===== config.mk =====
export PLATFORM = sky130hd
export DESIGN_NAME = line_sum_v
export DESIGN_NICKNAME = d
export VERILOG_FILES = /design/src/rtl/line_sum_v.sv
export SDC_FILE = /design/constraint.sdc
export NUM_CORES = 1
export LEC_CHECK = 0
export BUFFER_PORTS_ARGS = -buffer_cell sky130_fd_sc_hd__buf_2
export CAP_MARGIN = 25
export CORE_MARGIN = 2
export CORE_UTILIZATION = 46
export DETAILED_ROUTE_END_ITERATION = 10
export PLACE_DENSITY = 0.67
export RECOVER_POWER = 50
export SETUP_SLACK_MARGIN = 0.15
export SLEW_MARGIN = 0
export SYNTH_ARGS = -nofsm -noshare
export SYNTH_HDL_FRONTEND = slang
export SYNTH_SLANG_ARGS = --single-unit

===== constraint.sdc =====
create_clock -name clk -period 4.1 [get_ports clk]
set_input_delay 0 -clock clk [delete_from_list [all_inputs] [get_ports clk]]
set_output_delay 0 -clock clk [all_outputs]
set_load 0.02 [all_outputs]

===== src/rtl/line_sum_v.sv =====
//----------------------------------------------------------------------------
// line_sum_v : multi-flux vertical two-tap saturating adder (A + B per column)
// Revision   : 1.0
//----------------------------------------------------------------------------
`default_nettype none

module line_sum_v #(
  parameter int FLUX                 = 2,
  parameter int DATA_WIDTH           = 18,
  parameter int DATA_WIDTH_EXT_SIZE  = 7,
  parameter int DATA_WIDTH_REAL_SIZE = 7,
  parameter int TAG_WIDTH            = (FLUX > 1) ? $clog2(FLUX) : 1
) (
  input  logic                                      clk,
  input  logic                                      rst,
  // sum output
  output logic [DATA_WIDTH+TAG_WIDTH-1:0]           write_port_din,
  output logic                                      write_port_write,
  input  logic                                      write_port_full,
  // current-row samples
  input  logic [DATA_WIDTH+TAG_WIDTH-1:0]           read_port_A_dout,
  input  logic [FLUX-1:0]                           read_port_A_empty,
  output logic [FLUX-1:0]                           read_port_A_read,
  // previous-row samples
  input  logic [DATA_WIDTH+TAG_WIDTH-1:0]           read_port_B_dout,
  input  logic [FLUX-1:0]                           read_port_B_empty,
  output logic [FLUX-1:0]                           read_port_B_read,
  // rows per block
  input  logic [DATA_WIDTH_EXT_SIZE+TAG_WIDTH-1:0]  read_port_ext_size_dout,
  input  logic [FLUX-1:0]                           read_port_ext_size_empty,
  output logic [FLUX-1:0]                           read_port_ext_size_read,
  // columns per row
  input  logic [DATA_WIDTH_REAL_SIZE+TAG_WIDTH-1:0] read_port_real_size_dout,
  input  logic [FLUX-1:0]                           read_port_real_size_empty,
  output logic [FLUX-1:0]                           read_port_real_size_read
);

  typedef enum logic [0:0] {
    ST_IDLE = 1'b0,
    ST_WORK = 1'b1
  } state_t;

  state_t                          r_state [FLUX];
  logic [DATA_WIDTH_REAL_SIZE-1:0] r_cnt_h [FLUX];
  logic [DATA_WIDTH_REAL_SIZE-1:0] r_max_h [FLUX];
  logic [DATA_WIDTH_EXT_SIZE-1:0]  r_cnt_v [FLUX];
  logic [DATA_WIDTH_EXT_SIZE-1:0]  r_max_v [FLUX];

  logic [FLUX-1:0]      w_c1, w_c2, w_c3, w_fire;
  logic [TAG_WIDTH-1:0] w_tag;
  logic                 w_any;
  logic [FLUX-1:0]      w_onehot;
  logic                 w_sel_c1, w_sel_ab, w_sel_c3;

  logic [DATA_WIDTH-1:0]           w_a, w_b, w_sat;
  logic [DATA_WIDTH:0]             w_sum;
  logic [DATA_WIDTH_EXT_SIZE-1:0]  w_ext;
  logic [DATA_WIDTH_REAL_SIZE-1:0] w_real;

  // Tag fields on the inputs carry no information here; the flux comes from the vectors.
  logic w_unused_tags;
  assign w_unused_tags = ^{read_port_A_dout[DATA_WIDTH+TAG_WIDTH-1:DATA_WIDTH],
                           read_port_B_dout[DATA_WIDTH+TAG_WIDTH-1:DATA_WIDTH],
                           read_port_ext_size_dout[DATA_WIDTH_EXT_SIZE+TAG_WIDTH-1:DATA_WIDTH_EXT_SIZE],
                           read_port_real_size_dout[DATA_WIDTH_REAL_SIZE+TAG_WIDTH-1:DATA_WIDTH_REAL_SIZE]};

  generate
    for (genvar f = 0; f < FLUX; f++) begin : g_flux
      logic w_ab_ok;
      assign w_ab_ok   = !read_port_A_empty[f] && !read_port_B_empty[f];
      assign w_c1[f]   = (r_state[f] == ST_IDLE) && !read_port_ext_size_empty[f]
                         && !read_port_real_size_empty[f];
      assign w_c2[f]   = (r_state[f] == ST_WORK) && (r_cnt_v[f] == '0) && w_ab_ok;
      assign w_c3[f]   = (r_state[f] == ST_WORK) && (r_cnt_v[f] != '0) && w_ab_ok
                         && !write_port_full;
      assign w_fire[f] = w_c1[f] || w_c2[f] || w_c3[f];
    end
  endgenerate

  // Lowest index wins: scan downward so the last hit is the smallest f.
  always_comb begin
    w_tag = '0;
    w_any = 1'b0;
    for (int f = FLUX - 1; f >= 0; f--) begin
      if (w_fire[f]) begin
        w_tag = TAG_WIDTH'(f);
        w_any = 1'b1;
      end
    end
  end

  assign w_onehot = FLUX'(1) << w_tag;
  assign w_sel_c1 = !rst && w_any && w_c1[w_tag];
  assign w_sel_ab = !rst && w_any && (w_c2[w_tag] || w_c3[w_tag]);
  assign w_sel_c3 = !rst && w_any && w_c3[w_tag];

  assign w_a    = read_port_A_dout[DATA_WIDTH-1:0];
  assign w_b    = read_port_B_dout[DATA_WIDTH-1:0];
  assign w_ext  = read_port_ext_size_dout[DATA_WIDTH_EXT_SIZE-1:0];
  assign w_real = read_port_real_size_dout[DATA_WIDTH_REAL_SIZE-1:0];
  assign w_sum  = {w_a[DATA_WIDTH-1], w_a} + {w_b[DATA_WIDTH-1], w_b};

  // Overflow shows up as disagreement between the two top bits of the widened sum.
  always_comb begin
    w_sat = w_sum[DATA_WIDTH-1:0];
    if (w_sum[DATA_WIDTH] != w_sum[DATA_WIDTH-1]) begin
      w_sat = w_sum[DATA_WIDTH] ? {1'b1, {(DATA_WIDTH-1){1'b0}}}
                                : {1'b0, {(DATA_WIDTH-1){1'b1}}};
    end
  end

  assign read_port_A_read         = w_sel_ab ? w_onehot : '0;
  assign read_port_B_read         = w_sel_ab ? w_onehot : '0;
  assign read_port_ext_size_read  = w_sel_c1 ? w_onehot : '0;
  assign read_port_real_size_read = w_sel_c1 ? w_onehot : '0;
  assign write_port_write         = w_sel_c3;
  assign write_port_din           = w_sel_c3 ? {w_tag, w_sat} : '0;

  always_ff @(posedge clk) begin
    if (rst) begin
      for (int f = 0; f < FLUX; f++) begin
        r_state[f] <= ST_IDLE;
        r_cnt_h[f] <= '0;
        r_max_h[f] <= '0;
        r_cnt_v[f] <= '0;
        r_max_v[f] <= '0;
      end
    end else begin
      for (int f = 0; f < FLUX; f++) begin
        if (w_any && (w_tag == TAG_WIDTH'(f))) begin
          if (w_c1[f]) begin
            r_max_h[f] <= w_real - DATA_WIDTH_REAL_SIZE'(1);
            r_max_v[f] <= w_ext - DATA_WIDTH_EXT_SIZE'(1);
            r_cnt_h[f] <= '0;
            r_cnt_v[f] <= '0;
            r_state[f] <= ((w_ext == '0) || (w_real == '0)) ? ST_IDLE : ST_WORK;
          end else if (r_cnt_h[f] < r_max_h[f]) begin
            r_cnt_h[f] <= r_cnt_h[f] + DATA_WIDTH_REAL_SIZE'(1);
          end else if (r_cnt_v[f] < r_max_v[f]) begin
            r_cnt_h[f] <= '0;
            r_cnt_v[f] <= r_cnt_v[f] + DATA_WIDTH_EXT_SIZE'(1);
          end else begin
            r_cnt_h[f] <= '0;
            r_cnt_v[f] <= '0;
            r_state[f] <= ST_IDLE;
          end
        end
      end
    end
  end

endmodule

`default_nettype wire


==> metrics.md <==
| Metric | Value |
|---|---|
| Status | finished, final reports clean |
| Crit path cell chain | buf_2 -> ha_1 -> fa_1 -> a211oi_2 -> o21ai_0 -> a21oi_1 -> o31ai_1 -> nand2_1 -> ha_1 -> inv_1 -> nand2_1 -> a2111o_1 -> o211ai_1 -> buf_2 |
| Die Ht | 104 um |
| Via count | just under 4,000 |
| Ys async rst share | 0% |
| Final #Nets | about 710 |
| Peak supply drop | roughly 0.25 mV |
| Routability congestion estimate | 0.862 |
| Worst EP required | ~4.1 ns |
| Most frequent cell after synthesis | nor2_1 |
| N_diodes | 0 |
| Pleak | approximately 2.3 nW |
| Synth top area cells | edfxtp_1 37%, ha_1 14%, nor2_1 5.2%, xnor2_1 4.4%, a21oi_1 4.2% |
| Max-slew headroom | 39.3% |
| Arrival time at the worst endpoint | between 3 and 4 ns |
| Area of the die | roughly 0.011 mm^2 |
| Number of routed nets with antenna violations | 0 |
| CORE AREA | just under 0.01 mm^2 |
| Initial Util | a little under half |
| Initial antenna violation count | 0 |
| Unique masters post-synth | 56 |
| Measured slew at the worst slew-check pin | 0.905 ns |
| Fin Setup TNS | 0 ns |
| PortBufs | 88 |
| # setup viols final | 0 |
| Starting DRT DRC Count | 170 |
| Main flop type after synthesis | edfxtp_1 |
| Detailed-route DRC error count | 0 |
| Vias in the first global route | ~3,700 |
| Row Count | 36 |
| Worst Hold Slack | a little over 0.06 ns |
| Crit path capture type | primary output |
| GRT Total Usage | between 10% and 20% |
| TritonCTS clock tree | done |
| Clk_lat worst skew | 0.34 ns |
| Number of buffers added for setup after CTS | 0 |
| CTS buffer count | 9 |
| Sequential element share of the synthesized area | ~38% |
| Area Overhead vs Synth | 15.3% |
| Vias per inst | about 5.4 |
| Num Clock Sinks | 58 |
| Slowest CP cell | fa_1 |
| Num ports | 93 |
| Worst hold path type | in -> reg |
| Congestion Overflow GR | 0 |
| Final Hold Viols | 0 |
| Critical path class | in -> out |
| Routed len/inst | roughly 14 um |
| First drt pass iteration count | 5 |
| CTS root buffer | clkbuf_8 |
| Detailed Route WL | 10,100 um |
| Mapped cell area | between 0.004 and 0.005 mm^2 |
| Max-cap violations | 0 |
| Slew Limit Fails | 0 |
| Setup crit start kind | primary input |
| Syn_nets | between 600 and 700 |
| Power Density | a little over 300 mW/mm^2 |
| Dpl hpwl | 8060 um |
| Largest stage delay, worst path | around 0.44 ns |
| Clk slew on worst S/H paths | roughly 0.060 ns |
| Yosys warnings | 0 |
| Post-synth top cells | 64 x nor2_1, 57 x edfxtp_1, 53 x ha_1 |
| Max Clock Skew | about 0.0054 ns |
| Pin count of the biggest net entering global routing | 21 |
| Post-synth EDFFs | 57 |
| H-tree levels | 3 |
| Largest fanout on the critical path | 11 |
| Cell taking the most area after synthesis | edfxtp_1 |
| Fin crit period | 3.32 ns |
| Synth top area share | a little under two fifths |
| Final period utilization | between 80 and 90% |
| Mapped Avg Cell Area | between 9 and 10 um^2 |
| Fill cells | 920 |
| CTS max path bufs | 2 |
| Cell count after synthesis | approximately 500 |
| Die W | roughly 100 um |
| Post-CTS resize count | 0 |
| First-pass GRT wire length | between 15,000 and 20,000 um |
| Unrepaired setup endpoints after global routing | no |
| Layout cells sized above 1 | approximately 18% |
| Synthesized flop and latch total | just under 60 |
| Fmax | between 300 and 400 MHz |
-- kinds of logic after synthesis --
family | Yosys count | synth area share [%]
xor gates and xnor gates | 37 | 7.07
DFF | 58 | 37.8
AOI/OAI and AO/OA | 101 | 13.9
and+or+nand+nor | 193 | 20.8
muxes | 1 | 0.219
adders and majority gates | 54 | 14.9
buffers and inverters | 58 | 5.30
-- cells in the final DEF (no fill, tap or decap), types with 3 or more instances in the layout --
| cell | instances |
|---|---|
| clkinv_1 | 3 |
| a21o_1 | 10 |
| nor2b_1 | 4 |
| a21oi_1 | 38 |
| o211ai_1 | 4 |
| inv_1 | 42 |
| nand4_1 | 3 |
| o31ai_1 | 5 |
| xnor2_1 | 23 |
| a31oi_1 | 4 |
| and3_1 | 11 |
| ha_1 | 53 |
| nand2b_1 | 12 |
| clkbuf_1 | 4 |
| nor2_1 | 64 |
| or4b_1 | 3 |
| edfxtp_1 | 57 |
| buf_2 | 84 |
| o21ai_0 | 19 |
| xor2_1 | 14 |
| nor3_1 | 15 |
| a211oi_1 | 5 |
| nand3_1 | 19 |
| nand2_1 | 41 |
| clkbuf_8 | 9 |
-- registers in the layout, summed over array words and instances, names as in the netlist --
register and flops:
r_cnt_h 14, r_cnt_v 14, r_max_h 14, r_max_v 14
r_state 2
-- worst max-delay path, delay by kind of cell --
kind | cells | cell delay (ns)
fa+ha+maj | 3 | 1.01
buf+inv | 3 | 0.48
simple gates | 2 | 0.20
compound gates | 6 | 1.61
-- report_power, final --
group	switching [W]	leakage [nW]	internal (W)
Combinational	0.000269	1.63	0.000179
Sequential	0.0000316	0.610	0.000705
Clock	0.000221	0.0775	0.000210
Total	0.000521	2.32	0.00109
-- final timing paths --
path / depth (start not counted) / from / slack, ns / to
min: 3 / read_port_real_size_dout[5] / 0.06 / r_max_h[0][12]
max: 14 / read_port_A_dout[0] / 0.78 / write_port_din[11]
min reg2reg: 2 / r_state[1] / 0.56 / r_state[1]
max reg2reg: 5 / r_cnt_v[0][3] / 1.20 / r_cnt_v[0][4]
-- per-stage QoR --
stage / util, % / instance area [um^2] / total power (W) / setup WS [ns] / cells
after floorplan: - / 4580 / 0.00106 / 1.23 / 502
after global routing: 54.3 / 5280 / 0.00172 / 0.529 / 726
after CTS: 54.4 / 5290 / 0.00163 / 0.797 / 726
final: 54.3 / 5280 / 0.00161 / 0.783 / 726
after detailed placement: 52.5 / 5110 / 0.00119 / 0.794 / 708
after global placement: 52.5 / 5110 / 0.00118 / 0.814 / 708
-- area by class of cell --
type	instances	area (um^2)	area share, %
inverter	42	158	2.99
timing repair buffer	91	463	8.77
clock inverter	7	36.3	0.687
multi-input combinational	386	2600	49.3
sequential	58	1730	32.8
tap	133	166	3.15
clock buffer	9	124	2.35
-- timing repair --
| action | in CTS | in global routing |
|---|---|---|
| setup endpoints to repair | 0 | 0 |
| hold buffers | 2 | 0 |
| endpoints found under the hold margin | 4 | 0 |
-- per-layer routing --
metal  up-vias  share of wire (%)  GRT usage [%]  wire length [um]
met5         -                  0              0                 0
met4         0                1.7           6.37               171
met3        17                6.4           4.72               649
met2       123                 46           32.0              4620
met1      1777                 46           24.4              4670
li1       1968                  -              -                 -
No activity file was read; power rests on OpenSTA's default activity.
